===== config.mk =====
export PLATFORM = sky130hd
export DESIGN_NAME = demux6_router
export DESIGN_NICKNAME = d
export VERILOG_FILES = /design/src/rtl/demux6_pkg.sv /design/src/rtl/demux_lane.sv /design/src/rtl/demux6_router.sv
export SDC_FILE = /design/constraint.sdc
export NUM_CORES = 1
export LEC_CHECK = 0
export CORE_UTILIZATION = 47
export DETAILED_ROUTE_END_ITERATION = 8
export PLACE_DENSITY = 0.8
export SETUP_SLACK_MARGIN = 0.15
export SKIP_CTS_REPAIR_TIMING = 1
export SYNTH_ARGS = -nofsm -noshare
export SYNTH_HDL_FRONTEND = slang
export SYNTH_SLANG_ARGS = --single-unit

===== constraint.sdc =====
create_clock -name clk -period 2.9 [get_ports clk]
set_input_delay 0.58 -clock clk [delete_from_list [all_inputs] [get_ports clk]]
set_output_delay 0.58 -clock clk [all_outputs]
set_load 0.05 [all_outputs]

===== src/rtl/demux6_pkg.sv =====
// Shared constants and types for the six-way result distributor.
package demux6_pkg;

  localparam int WIDTH = 64;
  localparam int N_OUT = 6;

  // Select codes above the lane indices.
  localparam logic [2:0] SEL_DROP  = 3'd6;
  localparam logic [2:0] SEL_BCAST = 3'd7;

  typedef enum logic {
    LANE_EMPTY = 1'b0,
    LANE_FULL  = 1'b1
  } lane_state_t;

endpackage


===== src/rtl/demux_lane.sv =====
// One output lane: a single-entry buffer with a load strobe and valid/ready.
// A pop and a load in the same cycle keep the lane FULL with the new word,
// so the lane sustains one word per cycle.
module demux_lane
  import demux6_pkg::*;
#(
  parameter int W = WIDTH
) (
  input  logic         clk,
  input  logic         reset,
  input  logic         load,
  input  logic [W-1:0] load_data,
  input  logic         out_ready,
  output logic         out_valid,
  output logic [W-1:0] out_data,
  output logic         can_take
);

  lane_state_t  state_reg;
  lane_state_t  state_next;
  logic [W-1:0] data_reg;

  // State register: reset empties the lane.
  always_ff @(posedge clk) begin
    if (reset) begin
      state_reg <= LANE_EMPTY;
    end else begin
      state_reg <= state_next;
    end
  end

  // Next state: a load always wins over a pop.
  always_comb begin
    state_next = state_reg;
    if (load) begin
      state_next = LANE_FULL;
    end else if (state_reg == LANE_FULL && out_ready) begin
      state_next = LANE_EMPTY;
    end
  end

  // Outputs: valid mirrors the state; a lane takes a word if empty or draining.
  always_comb begin
    out_valid = (state_reg == LANE_FULL);
    out_data  = data_reg;
    can_take  = (state_reg == LANE_EMPTY) || out_ready;
  end

  // Data buffer: only written on load, so it holds stable while stalled.
  always_ff @(posedge clk) begin
    if (reset) begin
      data_reg <= '0;
    end else if (load) begin
      data_reg <= load_data;
    end
  end

endmodule


===== src/rtl/demux6_router.sv =====
// Six-way 64-bit distributor: routes each accepted word to one lane, to all
// lanes (broadcast), or drops it while flagging the bad select.
module demux6_router
  import demux6_pkg::*;
#(
  parameter int WIDTH = demux6_pkg::WIDTH,
  parameter int N_OUT = demux6_pkg::N_OUT,
  parameter int CNT_W = 8
) (
  input  logic                   clk,
  input  logic                   reset,
  input  logic                   in_valid,
  output logic                   in_ready,
  input  logic [WIDTH-1:0]       in_data,
  input  logic [2:0]             in_sel,
  output logic [N_OUT-1:0]       out_valid,
  input  logic [N_OUT-1:0]       out_ready,
  output logic [N_OUT*WIDTH-1:0] out_data,
  output logic                   err_sel,
  output logic [CNT_W-1:0]       drop_cnt
);

  logic [N_OUT-1:0] can_take;
  logic [N_OUT-1:0] sel_hit;
  logic [N_OUT-1:0] lane_load;
  logic             accept;
  logic             drop_accept;
  logic             err_sel_reg;
  logic [CNT_W-1:0] drop_cnt_reg;

  assign accept      = in_valid && in_ready;
  assign drop_accept = accept && (in_sel == SEL_DROP);

  // Per-lane select decode and lane instances.
  for (genvar gi = 0; gi < N_OUT; gi++) begin : g_lane
    assign sel_hit[gi]   = (in_sel == 3'(gi));
    assign lane_load[gi] = accept && (sel_hit[gi] || in_sel == SEL_BCAST);

    demux_lane #(
      .W(WIDTH)
    ) u_lane (
      .clk       (clk),
      .reset     (reset),
      .load      (lane_load[gi]),
      .load_data (in_data),
      .out_ready (out_ready[gi]),
      .out_valid (out_valid[gi]),
      .out_data  (out_data[gi*WIDTH +: WIDTH]),
      .can_take  (can_take[gi])
    );
  end

  // Input ready: drops never stall, broadcast needs every lane free.
  always_comb begin
    in_ready = 1'b0;
    case (in_sel)
      SEL_DROP:  in_ready = 1'b1;
      SEL_BCAST: in_ready = &can_take;
      default:   in_ready = |(can_take & sel_hit);
    endcase
  end

  // Sticky bad-select flag and saturating drop counter.
  always_ff @(posedge clk) begin
    if (reset) begin
      err_sel_reg  <= 1'b0;
      drop_cnt_reg <= '0;
    end else if (drop_accept) begin
      err_sel_reg <= 1'b1;
      if (drop_cnt_reg != '1) begin
        drop_cnt_reg <= drop_cnt_reg + 1'b1;
      end
    end
  end

  assign err_sel  = err_sel_reg;
  assign drop_cnt = drop_cnt_reg;

endmodule


==> results.sh, run 1 <==
export IMPL_netlist_area_mm2=0.0156
export IMPL_crit_path_max_incr_delay_ns=0.45
export IMPL_io_pins=476
export IMPL_rsz0062_at_grt="false"
export IMPL_place_congestion=0.875
export IMPL_path_buf_inv=2
export IMPL_path_max_fanout=9
export IMPL_die_width_um=184
export IMPL_end_kind="output pin"
export IMPL_min_to="drop_cnt[1]"
export IMPL_grtUsageTotal=0.313
export IMPL_slew_headroom=0.589
export IMPL_overflow=0
export IMPL_syn_avg_cell_area_um2=9.28
export IMPL_worst_setup_path_start_kind="primary input"
export IMPL_setup_violations=0
export IMPL_yosysTopAreaCellShare=0.511
export IMPL_fin_tns_setup_ns=0
export IMPL_reg2regPathDepth=6
export IMPL_synth_area_top_cells="dfxtp_1 51%, mux2i_1 8.3%, nand2b_1 7.9%, a21oi_1 6.5%, nand3_1 6.3%"
export IMPL_start_util=0.479
export IMPL_routed_wl_um=55000
export IMPL_cap_viol_max_count=0
export IMPL_design_die_area_mm2=0.0340
export IMPL_max_freq_mhz=377
export IMPL_clockBufferDepth=3
export IMPL_wl_per_cell_um=21.6
export IMPL_yosys_area_top_type="dfxtp_1"
export IMPL_drtIter0Drc=1301
export IMPL_fin_crit_ns=2.65
export IMPL_numCtsBuffers=42
export IMPL_rr_endpoint="g_lane[2].u_lane.out_data[17]"
export IMPL_dp_hpwl_um=36000
export IMPL_rrSetupSlack_ns=0.96
export IMPL_drv_slew=0
export IMPL_cp_required_ns=2.32
export IMPL_firstDrtPassIters=7
export IMPL_clk_pin_slew_ns=0.06
export IMPL_first_global_vias=14200
export IMPL_r2r_start="g_lane[2].u_lane.out_valid"
export IMPL_peakVddDrop_mv=0.432
export IMPL_fin_crit_sh=0.914
export IMPL_power_density_mw_per_mm2=588
export IMPL_largest_register_ffs=384
export IMPL_dieHeight_um=184
export IMPL_grt_max_degree=82
export IMPL_yosys_warnings=0
export IMPL_viasPerCell=5.70
export IMPL_p_leak_nw=8.03
export IMPL_critPathSlowestCell="clkdlybuf4s50_1"
export IMPL_ant_nets=0
export IMPL_clkLatencyLatePin_ns=0.53
export IMPL_crit_type="primary input to output pin"
export IMPL_io_buffers=475
export IMPL_rows=66
export IMPL_hold_depth=2
export IMPL_drive_above_1_share=0.0654
export IMPL_crit_family="buffers and inverters"
export IMPL_cp_arrival_ns=2.07
export IMPL_ys_seq_elements=399
export IMPL_post_route_drc_count=0
export IMPL_num_nets_final=2155
export IMPL_grt_antenna_before_repair=1
export IMPL_syn_nets=1761
export IMPL_area_growth_pct=42.3
export IMPL_synthDistinctLibCells=41
export IMPL_worst_pin_slew_ns=0.614
export IMPL_finalPower_w=0.0131
export IMPL_run_status="finished clean"
export IMPL_hold_start="reset"
export IMPL_core_area_mm2=0.0326
export IMPL_num_antenna_cells=0
export IMPL_hold_path_class="primary input to register"
export IMPL_cts_tree="yes"
export IMPL_clock_skew_final_ns=0.0150
export IMPL_ys_seq_area_frac=0.511
export IMPL_h_tree_depth=2
export IMPL_crit_chain="clkdlybuf4s50_1 -> nand2b_1 -> o2111ai_1 -> o21a_4 -> o211ai_1 -> buf_4"
export IMPL_via_count=14500
export IMPL_synthCells=1684
export IMPL_cts_sinks=399
export IMPL_clockRootBuffer="clkbuf_16"
export IMPL_finalHoldViolCount=0
export IMPL_grt_pass1_wl_um=82600
## synthesized netlist by cell type (all sizes together)
library cell,number
nor2b,68
o211ai,2
a21boi,1
xnor2,2
a21oi,202
nand3,196
dfxtp,399
clkbuf,131
and4b,2
o21a,2
and3,2
o32ai,1
a22o,64
inv,2
and2,1
or3,1
o22a,1
o2111ai,1
nand2,7
o32a,1
nand2b,198
o21ai,195
a211o,1
nor2,16
buf,41
a21bo,1
o22ai,1
a21o,3
a22oi,1
xor2,3
nor3,3
mux2i,129
nand4,3
a211oi,1
ha,1
or2,1
## placed cells by master (no fill, tap or decap), types with 2 or more instances in the layout
cell and n:
a21o_2 2, a21oi_1 202, a22o_1 64, and4b_1 2
buf_12 15, buf_4 34, bufinv_16 3, clkbuf_1 6
clkbuf_16 43, clkbuf_8 14, clkdlybuf4s50_1 470, clkinv_2 7
dfxtp_1 399, dlymetal6s2s_1 2, mux2i_1 129, nand2_1 7
nand2b_1 198, nand3_1 195, nand4_1 2, nor2_1 15
nor2b_1 68, nor3_1 3, o211ai_1 2, o21ai_0 193
xnor2_1 2, xor2_1 3
## logic make-up after synthesis
group | synth area share
and+or+nand+nor | 0.181
DFF | 0.511
buffers and inverters | 0.0487
AOI/OAI and AO/OA | 0.173
muxes | 0.0826
xor gates and xnor gates | 0.00280
adders and majority gates | 0.000800
## through the flow
step	cells	hold slack [ns]	worst slack, ns	area (um2)	util
6_report	2551	0.423	0.249	22300	0.682
2_1_floorplan	1684	0.496	0.325	15600	-
3_5_place_dp	2476	0.462	0.116	20800	0.638
5_1_grt	2551	0.437	0.213	22300	0.682
3_3_place_gp	2476	0.458	0.126	20800	0.638
4_1_cts	2551	0.424	0.110	22200	0.682
## per-layer routing
metal  wire length [um]  part of all wire  track usage
met1              20900              0.38        0.370
met2              26200              0.48        0.532
met3               5540              0.10       0.0824
met4               2430             0.044        0.139
met5                 13           0.00024            0
## final cells by class
| type | instances | area, um2 |
|---|---|---|
| flip-flops and latches | 399 | 7990 |
| clock inverters | 12 | 143 |
| multi-input cells | 1111 | 6970 |
| fillers | 2538 | 10400 |
| repair buffers | 522 | 5300 |
| inverters | 2 | 7.51 |
| well taps | 442 | 553 |
| clock buffers | 63 | 1290 |
## worst max path at each step
stage | start | end | slack [ns] | cells after the start
floorplan | in_sel[2] | in_ready | 0.32 | 7
global placement | in_sel[0] | in_ready | 0.13 | 6
detailed placement | in_sel[0] | in_ready | 0.12 | 6
CTS | in_sel[0] | in_ready | 0.11 | 6
global route | out_ready[4] | in_ready | 0.21 | 6
finish | out_ready[0] | in_ready | 0.25 | 6
## power breakdown
group | leakage [nW] | total (W) | internal, W | switching (W)
Sequential | 3.23 | 0.00571 | 0.00563 | 0.0000787
Combinational | 4.09 | 0.00184 | 0.000598 | 0.00124
Clock | 0.716 | 0.00554 | 0.00334 | 0.00221
Power figures use the tool's default switching activity.
==> run 2: changes to the inputs <==
--- a/constraint.sdc
+++ b/constraint.sdc
@@ -3,2 +3,2 @@
 set_output_delay 0.58 -clock clk [all_outputs]
-set_load 0.05 [all_outputs]
+set_load 0.02 [all_outputs]
==> results.sh, run 2 (synthesized netlist as in run 1, its figures left out) <==
export IMPL_run_status="finished clean"
export IMPL_num_nets_final=2162
export IMPL_route_met3_wl_um=5670
export IMPL_rsz0062_at_grt="false"
export IMPL_place_congestion=0.879
export IMPL_clockBufferDepth=3
export IMPL_p_clk_frac=0.426
export IMPL_cap_viol_max_count=0
export IMPL_clock_skew_final_ns=0.0181
export IMPL_worst_pin_slew_ns=0.585
export IMPL_final_cell_mix="472 x clkdlybuf4s50_1, 399 x dfxtp_1, 202 x a21oi_1"
export IMPL_seq_area_mm2=0.00799
export IMPL_start_util=0.479
export IMPL_clkLatencyLatePin_ns=0.52
export IMPL_end_kind="output pin"
export IMPL_holdWs_ns=0.443
export IMPL_hold_path_class="primary input to register"
export IMPL_power_density_mw_per_mm2=565
export IMPL_die_width_um=184
export IMPL_postLayoutSetupSlackWorst_ns=0.228
export IMPL_first_global_vias=14000
export IMPL_dp_hpwl_um=36300
export IMPL_viasPerCell=5.68
export IMPL_combPwrFrac=0.119
export IMPL_worst_setup_path_start_kind="primary input"
export IMPL_switching_share=0.245
export IMPL_peakVddDrop_mv=0.484
export IMPL_setup_violations=0
export IMPL_seqPwrFrac=0.454
export IMPL_layout_commonest_cell="clkdlybuf4s50_1"
export IMPL_crit_type="primary input to output pin"
export IMPL_drv_slew=0
export IMPL_grt_max_degree=114
export IMPL_io_pins=476
export IMPL_rrSetupSlack_ns=0.69
export IMPL_num_antenna_cells=0
export IMPL_cp_required_ns=2.32
export IMPL_multi_input_area_mm2=0.00697
export IMPL_fill_cells=2516
export IMPL_overflow=0
export IMPL_numCtsBuffers=41
export IMPL_pre_cts_ws_ns=-0.143
export IMPL_h_tree_depth=2
export IMPL_rows=66
export IMPL_design_die_area_mm2=0.0340
export IMPL_core_area_mm2=0.0326
export IMPL_largest_register_ffs=384
export IMPL_grt_antenna_before_repair=1
export IMPL_clk_pin_slew_ns=0.05
export IMPL_switching_power_w=0.00308
export IMPL_clockRootBuffer="clkbuf_16"
export IMPL_drtIter0Drc=1082
export IMPL_firstDrtPassIters=5
export IMPL_p_int_w=0.00948
export IMPL_grt_pass1_wl_um=81500
export IMPL_wl_met1_um=19700
export IMPL_routed_wl_um=53700
export IMPL_path_max_fanout=6
export IMPL_fin_crit_ns=2.67
export IMPL_fin_crit_sh=0.921
export IMPL_grtUsageTotal=0.307
export IMPL_dieHeight_um=184
export IMPL_area_growth_pct=42.2
export IMPL_wl_per_cell_um=21.1
export IMPL_cp_arrival_ns=2.09
export IMPL_drive_above_1_share=0.0626
export IMPL_max_freq_mhz=374
export IMPL_via_count=14500
export IMPL_finalHoldViolCount=0
export IMPL_cts_tree="yes"
export IMPL_top_layer="met5"
export IMPL_io_buffers=475
export IMPL_slew_headroom=0.610
export IMPL_ant_nets=0
export IMPL_dr_wl_met2_um=26100
export IMPL_cts_sinks=399
export IMPL_p_leak_nw=8.00
export IMPL_post_route_drc_count=0
## run 2: layout make-up
class / count / area share
timing repair buffer: 530 / 0.242
multi-input combinational: 1111 / 0.313
sequential: 399 / 0.359
tap: 442 / 0.0249
clock buffer: 55 / 0.0508
clock inverter: 11 / 0.00935
inverter: 2 / 0.000338
## run 2: per-stage QoR
step | cells | TNS, ns | instance area (um2) | power [W] | utilization
2_1_floorplan | 1684 | 0 | 15600 | 0.00656 | -
5_1_grt | 2550 | 0 | 22200 | 0.0129 | 0.681
3_5_place_dp | 2484 | -0.752 | 20900 | 0.00731 | 0.640
4_1_cts | 2550 | -0.155 | 22200 | 0.0126 | 0.681
6_report | 2550 | 0 | 22200 | 0.0126 | 0.681
3_3_place_gp | 2484 | -0.119 | 20900 | 0.00728 | 0.640
## run 2: final timing paths
path                                 startpoint                       endpoint  cells past startpoint
setup / recovery                      in_sel[0]                       in_ready                      6
hold reg to reg   g_lane[4].u_lane.out_data[53]  g_lane[4].u_lane.out_data[53]                      2
setup reg to reg     g_lane[2].u_lane.out_valid  g_lane[4].u_lane.out_data[63]                      7
hold / removal                            reset                        err_sel                      2
## run 2: worst max-delay path: stages
cell and delay [ns]:
clkdlybuf4s50_1 0.60, and2_4 0.23, nand4_4 0.11, o21a_4 0.23, o211ai_1 0.07, dlymetal6s2s_1 0.27
## run 2: power groups by stage
stage          logic [W]  registers (W)  clock network, W
2_1_floorplan   0.000567        0.00599                 0
3_3_place_gp     0.00146        0.00582                 0
3_5_place_dp     0.00148        0.00583                 0
4_1_cts          0.00149        0.00571           0.00541
5_1_grt          0.00157        0.00572           0.00565
6_report         0.00150        0.00571           0.00536
## run 2: routing by layer
layer	up-vias	track usage
met5	-	0
met3	142	0.0958
li1	6654	-
met2	698	0.526
met1	6987	0.354
met4	2	0.127
